==> config.mk <==
export PLATFORM = sky130hd
export DESIGN_NAME = reg_file_wr_arb
export DESIGN_NICKNAME = d
export VERILOG_FILES = /design/src/rtl/reg_file_wr_arb.sv
export SDC_FILE = /design/constraint.sdc
export NUM_CORES = 1
export LEC_CHECK = 0
export ABC_AREA = 1
export CORE_UTILIZATION = 35
export CTS_BUF_LIST = sky130_fd_sc_hd__clkbuf_16
export CTS_CLUSTER_SIZE = 28
export DETAILED_ROUTE_END_ITERATION = 8
export GPL_TIMING_DRIVEN = 0
export PLACE_DENSITY_LB_ADDON = 0.05
export SYNTH_ARGS = -nofsm -noshare
export SYNTH_HDL_FRONTEND = slang
export SYNTH_SLANG_ARGS = --single-unit
==> constraint.sdc <==
create_clock -name clk -period 1.2 [get_ports clk]
set_input_delay 0.12 -clock clk [delete_from_list [all_inputs] [get_ports clk]]
set_output_delay 0.12 -clock clk [all_outputs]
set_load 0.005 [all_outputs]
==> src/rtl/reg_file_wr_arb.sv <==
// Write-port sequencer for reg_file.
// After reset, or on init_req, it clears every entry to CLR_VAL. Otherwise it
// shares the single write port between two requesters in round-robin order.
module reg_file_wr_arb #(
    parameter int unsigned     BITS    = 4,
    parameter int unsigned     DEPTH   = 16,
    parameter int unsigned     ADDR    = 4,
    parameter logic [BITS-1:0] CLR_VAL = '0
) (
    input  logic            clk,
    input  logic            rst,
    input  logic            init_req,
    input  logic            req0_valid,
    input  logic [ADDR-1:0] req0_addr,
    input  logic [BITS-1:0] req0_data,
    output logic            req0_ready,
    input  logic            req1_valid,
    input  logic [ADDR-1:0] req1_addr,
    input  logic [BITS-1:0] req1_data,
    output logic            req1_ready,
    output logic            WE,
    output logic [ADDR-1:0] WA,
    output logic [BITS-1:0] WD,
    output logic            init_busy
);

    localparam logic [ADDR-1:0] LAST_ADDR = ADDR'(DEPTH - 1);

    typedef enum logic {
        ST_INIT = 1'b0,
        ST_ARB  = 1'b1
    } state_t;

    state_t          state;
    state_t          state_d;
    logic [ADDR-1:0] ptr;
    logic [ADDR-1:0] ptr_d;
    // rr == 0 : requester 0 holds priority; rr == 1 : requester 1 holds priority
    logic            rr;
    logic            rr_d;
    logic            we_d;
    logic [ADDR-1:0] wa_d;
    logic [BITS-1:0] wd_d;
    logic            busy_d;

    // State and registered write-port outputs
    always_ff @(posedge clk) begin
        if (rst) begin
            state     <= ST_INIT;
            ptr       <= '0;
            rr        <= 1'b0;
            WE        <= 1'b0;
            WA        <= '0;
            WD        <= '0;
            init_busy <= 1'b1;
        end else begin
            state     <= state_d;
            ptr       <= ptr_d;
            rr        <= rr_d;
            WE        <= we_d;
            WA        <= wa_d;
            WD        <= wd_d;
            init_busy <= busy_d;
        end
    end

    // Next state, sweep pointer, grant decision and next write-port values
    always_comb begin
        state_d    = state;
        ptr_d      = ptr;
        rr_d       = rr;
        we_d       = 1'b0;
        wa_d       = WA;
        wd_d       = WD;
        busy_d     = init_busy;
        req0_ready = 1'b0;
        req1_ready = 1'b0;

        case (state)
            ST_INIT: begin
                we_d   = 1'b1;
                wa_d   = ptr;
                wd_d   = CLR_VAL;
                ptr_d  = ptr + ADDR'(1);
                busy_d = 1'b1;
                // The cycle that issues the last entry also leaves the sweep
                if (ptr == LAST_ADDR) begin
                    state_d = ST_ARB;
                    ptr_d   = '0;
                    busy_d  = 1'b0;
                end
            end
            ST_ARB: begin
                busy_d = 1'b0;
                if (init_req) begin
                    // A clear request wins over any pending write this cycle
                    state_d = ST_INIT;
                    ptr_d   = '0;
                    busy_d  = 1'b1;
                end else begin
                    req0_ready = req0_valid && (!req1_valid || !rr);
                    req1_ready = req1_valid && (!req0_valid ||  rr);
                    if (req0_ready) begin
                        we_d = 1'b1;
                        wa_d = req0_addr;
                        wd_d = req0_data;
                        rr_d = 1'b1;
                    end else if (req1_ready) begin
                        we_d = 1'b1;
                        wa_d = req1_addr;
                        wd_d = req1_data;
                        rr_d = 1'b0;
                    end
                end
            end
            default: begin
                state_d = ST_INIT;
            end
        endcase
    end

endmodule
==> results.tsv, run 1 <==
stage	metric	value	unit
synthesis	synth_top_family_by_area	simple AND/OR/NAND/NOR gates	
hold_path	hold_path.class	in2reg	
sta	rsz0062_at_grt	true	
critical_path	slowest_stage	clkdlybuf4s50_1	
synthesis	synth_top_area_share	37.8	%
critical_path	rrSetupSlack	0.07	ns
detailed_routing	wirelength	2060	um
synthesis	synth_fp_nets	149	
floorplanning	dieHeight	51.2	um
critical_path	required	1.08	ns
synthesis	syn_inst	127	
floorplanning	io-pin-count	33	
detailed_routing	drtPass1Iterations	4	
place	place_area	0.00119	mm^2
detailed_routing	drtAntennaViolNets	0	
global_route	grtUsageTotal	18.5	%
sta	tightest_slew	0.444	ns
finish	antenna_cells	0	
finish	ff_latch_area	323	um^2
critical_path	max_stage_delay	0.48	ns
finish	post-route-cell-area	0.00136	mm^2
power	p_total	1.38	mW
sta	slew_headroom	70.4	%
detailed_routing	drt-initial-drc-count	11	
sta	hold_violations	0	
sta	layout_min_cycle_time	1.15	ns
synthesis	synthAdderAreaFrac	1.47	%
place	io_buffers	31	
synthesis	netlist_area	848	um^2
sta	period_share	95.5	%
clock_tree	clk_latency	0.24	ns
floorplanning	die-area	0.00262	mm^2
synthesis	synth_ff_type	dfxtp_1	
synthesis	yosys_warnings	0	
synthesis	ys_seq_elements	16	
synthesis	synthTopCellsByArea	dfxtp_1 (38%), nand2_1 (12%), nand3_1 (11%)	
finish	multi_input_area	464	um^2
floorplanning	rows	17	
finish	stdcell_count	194	
synthesis	synth_edf_count	0	
critical_path	start_kind	flop	
outcome	status	completed	
global_route	grt_antenna_before_repair	0	
critical_path	critPathTopFamily	buffers and inverters	
synthesis	seq_area_frac_synth	37.8	%
clock_tree	cts_buffers	3	
global_route	grt_max_degree	12	
sta	fmax	873	MHz
finish	nNetsFinal	189	
sta	skew	0.00175	ns
clock_tree	cts_sinks	16	
detailed_routing	wire_per_inst	10.6	um
synthesis	synth.distinct_cells	18	
global_route	grt_pass1_vias	858	
finish	nFillCells	224	
floorplanning	initial_core_util	37.6	%
synthesis	synthSimpleGateAreaFrac	36.6	%
critical_path	endpoint_kind	primary output	
detailed_routing	vias	923	
clock_tree	clockBufferDepth	2	
power	vdd_drop_max	1.13	mV
global_route	grt_remaining_overflow	0	
floorplanning	die_w	51.2	um
critical_path	crit_type	reg2out	
synthesis	synth.mux.area_fraction	0	%
synthesis	ys_async_sr_fraction	0	%
sta	setup_viol	0	
place	place_congestion	0.773	
critical_path	crit_chain	clkdlybuf4s50_1	
critical_path	cp.arrival	1.03	ns
synthesis	synth_xor_area_share	0	%
run	drv_cap	0	
finish	layout_common_cells	nand2_1 (25), clkdlybuf4s50_1 (19), nand3_1 (18)	
critical_path	critPathMaxFanout	1	
global_route	grt_pass1_wl	3600	um
place	place_inst	186	
finish	layout_commonest_cell	nand2_1	
finish	layout-drive-gt1-share	16.9	%
clock_tree	clkTransAtPathRegs	0.05	ns
finish	final_util	60.2	%
clock_tree	clockRootBuffer	clkbuf_16	
detailed_routing	via_per_inst	4.76	
sta	final_max_slew_viol_count	0	
power	power_density	1010	mW/mm^2
clock_tree	htree_levels	1	
detailed_routing	drc	0	
synthesis	synth-compound-area-share	12.8	%
place	dp_hpwl	1580	um
power	p_leak	0.723	nW
critical_path	cp_num_buf_inv	1	
clock_tree	cts_tree	done	
synthesis	yosysTopAreaCell	dfxtp_1	
synthesis	avgSynthCellArea	6.68	um^2
floorplanning	core-area	0.00225	mm^2
finish	area_growth	59.9	%
[cell usage after synthesis (2+ instances only)]
master	n
nand2_1	27
nand3_1	19
inv_1	17
a21oi_1	16
dfxtp_1	16
nor2_1	16
nand3b_1	4
buf_2	2
[worst paths after layout]
| check | depth (start not counted) | endpoint | from |
|---|---|---|---|
| max | 1 | init_busy | init_busy$_SDFF_PP1_ |
| min reg2reg | 2 | WD[1]$_SDFFE_PP0P_ | WD[1]$_SDFFE_PP0P_ |
| min | 3 | WE$_SDFF_PP0_ | req0_valid |
| max reg2reg | 6 | init_busy$_SDFF_PP1_ | state$_SDFF_PP0_ |
[logic make-up after synthesis]
kind of cell	after synthesis
AOI/OAI and AO/OA	19
adders and majority gates	1
buffers and inverters	22
DFF	16
and+or+nand+nor	69
[timing repair]
| action | 4_1_cts | 5_1_grt |
|---|---|---|
| hold buffers | 0 | 0 |
| endpoints found under the setup margin | 7 | 11 |
| pin swaps | 1 | 2 |
| resized for setup | 19 | 14 |
| setup buffers | 4 | 1 |
[registers in the layout (all words and copies together), names as in the netlist]
name	count
rr	1
init_busy	1
WE	1
WD	4
state	1
WA	4
ptr	4
[power by group]
group          leakage [nW]  total (mW)  internal, mW  switching (mW)
sequential            0.131       0.562         0.549          0.0130
combinational         0.553       0.174         0.100          0.0735
clock                0.0385       0.640         0.441           0.199
[metrics by stage]
step	setup slack, ns	setup TNS (ns)	hold WS, ns
floorplan	0.179	0	0.189
global route	-0.0463	-0.119	0.321
global placement	-0.580	-3.27	0.470
finish	0.0540	0	0.293
detailed placement	-0.585	-3.45	0.477
CTS	0.000340	0	0.295
[per-layer routing]
layer	wire, um	vias up	global-route usage (%)
met5	0	-	0
met2	986	21	32.7
met3	118	6	6.25
met4	33	0	5.41
li1	-	487	-
met1	923	409	20.8
[area by class of cell]
type | instances | share of cell area [%]
tap | 28 | 2.58
inverter | 17 | 5.17
timing repair buffer | 36 | 26.8
buffer | 4 | 1.57
clock inverter | 1 | 0.277
sequential | 16 | 23.8
multi-input combinational | 89 | 34.2
clock buffer | 3 | 5.54
(Power assumes the default switching activity.)
==> inputs of run 2 (changes only) <==
CELL_PAD_IN_SITES_DETAIL_PLACEMENT = 1   (was unset)
CELL_PAD_IN_SITES_GLOBAL_PLACEMENT = 1   (was unset)
CORE_UTILIZATION = 28   (was 35)
MAX_ROUTING_LAYER = met4   (was unset)
==> results.tsv, run 2 (same netlist as run 1, synthesis figures left out) <==
stage	metric	value	unit	change
clock_tree	cts_tree	done		
critical_path	start_kind	flop		
finish	antenna_cells	0		unchanged
finish	nFillCells	370		+65%
sta	hold_slack	0.312	ns	+0.0187 ns
clock_tree	htree_levels	1		unchanged
sta	fmax	864	MHz	-0.98%
critical_path	endpoint_kind	primary output		
critical_path	r2r-start	state$_SDFF_PP0_		
sta	tightest_slew	0.280	ns	-0.163 ns
hold_path	hold_path.class	in2reg		
finish	layout_commonest_cell	nand2_1		
clock_tree	ctsHoldBuffers	0		unchanged
sta	layout_min_cycle_time	1.16	ns	+0.0113 ns
finish	layout_common_cells	nand2_1 (24), clkdlybuf4s50_1 (19), nand3_1 (18)		
place	place_congestion	0.807		+4.4%
sta	period_share	96.4	%	+0.94 points
outcome	violations	design-rule violations		
floorplanning	die_w	57.0	um	+11%
floorplanning	core-area	0.00281	mm^2	+24%
floorplanning	initial_core_util	30.2	%	-7.4 points
sta	worst_slack	0.0427	ns	-0.0113 ns
finish	final_util	49.2	%	-11 points
sta	slew_headroom	81.2	%	+11 points
run	drv_cap	0		unchanged
critical_path	critPathMaxFanout	1		unchanged
floorplanning	dieHeight	57.0	um	+11%
critical_path	crit_path_end	WE		
critical_path	required	1.08	ns	about the same
detailed_routing	drtPass1Iterations	6		+2
global_route	grt_pass1_vias	983		+15%
sta	skew	0.000720	ns	-0.00103 ns
critical_path	cp_num_buf_inv	1		unchanged
detailed_routing	wire_per_inst	12.8	um	+20%
detailed_routing	drc	6		+6
hold_path	hold_path_startpoint	req0_valid		
power	p_leak	0.702	nW	-2.9%
clock_tree	clockRootBuffer	clkbuf_16		
clock_tree	clkTransAtPathRegs	0.05	ns	about the same
detailed_routing	via_per_inst	4.72		-0.79%
critical_path	cp.depth	1		unchanged
detailed_routing	wirelength	2560	um	+24%
place	dp_hpwl	1930	um	+22%
global_route	grt_pass1_wl	4330	um	+20%
place	io_buffers	31		unchanged
critical_path	crit_chain	clkdlybuf4s50_1		
sta	setup_viol	0		unchanged
floorplanning	die-area	0.00325	mm^2	+24%
outcome	status	complete, but fails checks		
global_route	grt_antenna_before_repair	0		unchanged
detailed_routing	drtAntennaViolNets	0		unchanged
floorplanning	io-pin-count	33		unchanged
finish	nNetsFinal	192		+1.6%
clock_tree	clk_latency	0.24	ns	about the same
power	power_density	995	mW/mm^2	-1.9%
floorplanning	rows	19		+2
clock_tree	clockBufferDepth	2		unchanged
critical_path	cp.arrival	1.04	ns	about the same
power	vdd_drop_max	0.793	mV	-30%
global_route	grt_max_degree	11		-1
critical_path	rrSetupSlack	0.07	ns	about the same
sta	final_max_slew_viol_count	0		unchanged
critical_path	r2r_end	init_busy$_SDFF_PP1_		
critical_path	r2r_cells	6		unchanged
power	p_total	1.37	mW	about the same
finish	layout-drive-gt1-share	21.3	%	+4.4 points
critical_path	critPathTopFamily	buffers and inverters		
clock_tree	cts_buffers	3		unchanged
critical_path	crit_type	reg2out		
critical_path	max_stage_delay	0.49	ns	about the same
detailed_routing	vias	944		+2.3%
place	preCtsSetupSlack	-0.627	ns	-0.0425 ns
clock_tree	cts_sinks	16		unchanged
finish	reg_top3	WA: 4 flops, WD: 4 flops, ptr: 4 flops		
sta	timing.setup.tns	0	ns	unchanged
critical_path	slowest_stage	clkdlybuf4s50_1		
finish	area_growth	62.8	%	
global_route	grt_remaining_overflow	0		unchanged
global_route	grtUsageTotal	18.0	%	-0.49 points
detailed_routing	drt-initial-drc-count	28		+17
sta	hold_violations	0		unchanged
critical_path	cp-startpoint	WE$_SDFF_PP0_		
run 2: worst min path at each step:
stage,end,slack [ns],depth (start not counted)
finish,WE$_SDFF_PP0_,0.31,3
global route,WE$_SDFF_PP0_,0.32,3
CTS,WE$_SDFF_PP0_,0.30,3
detailed placement,WD[0]$_SDFFE_PP0P_,0.48,2
global placement,WD[1]$_SDFFE_PP0P_,0.47,2
floorplan,WD[1]$_SDFFE_PP0P_,0.19,1
run 2: what timing repair did:
item	4_1_cts	5_1_grt
setup buffers	7	0
endpoints found under the setup margin	10	17
pin swaps	1	3
hold endpoints to repair	0	0
gates resized for setup	23	19
run 2: power by group:
part / total [mW] / switching [mW] / internal [mW]
sequential: 0.561 / 0.0139 / 0.547
clock: 0.636 / 0.195 / 0.441
combinational: 0.178 / 0.0785 / 0.0992
total: 1.37 / 0.287 / 1.09
run 2: final cells by class:
type | count | area [um^2] | area share [%]
clock buffers | 3 | 75.1 | 5.43
repair buffers | 38 | 363 | 26.3
multi-input cells | 89 | 467 | 33.8
well taps | 31 | 38.8 | 2.81
inverters | 17 | 70.1 | 5.07
clock inverters | 1 | 3.75 | 0.272
flip-flops and latches | 16 | 328 | 23.7
plain buffers | 5 | 36.3 | 2.63
run 2: stage by stage:
| step | cell area [um^2] | cells |
|---|---|---|
| 2_1_floorplan | 848 | 127 |
| 5_1_grt | 1380 | 200 |
| 3_5_place_dp | 1200 | 189 |
| 4_1_cts | 1340 | 200 |
| 3_3_place_gp | 1200 | 189 |
| 6_report | 1380 | 200 |
run 2: metal layers:
layer  part of all wire (%)  GRT usage, %  wire, um
met1                     44          20.8      1130
met4                   0.31          4.18         8
met3                    5.3          4.54       135
met5                      0             -         0
met2                     50          31.3      1280
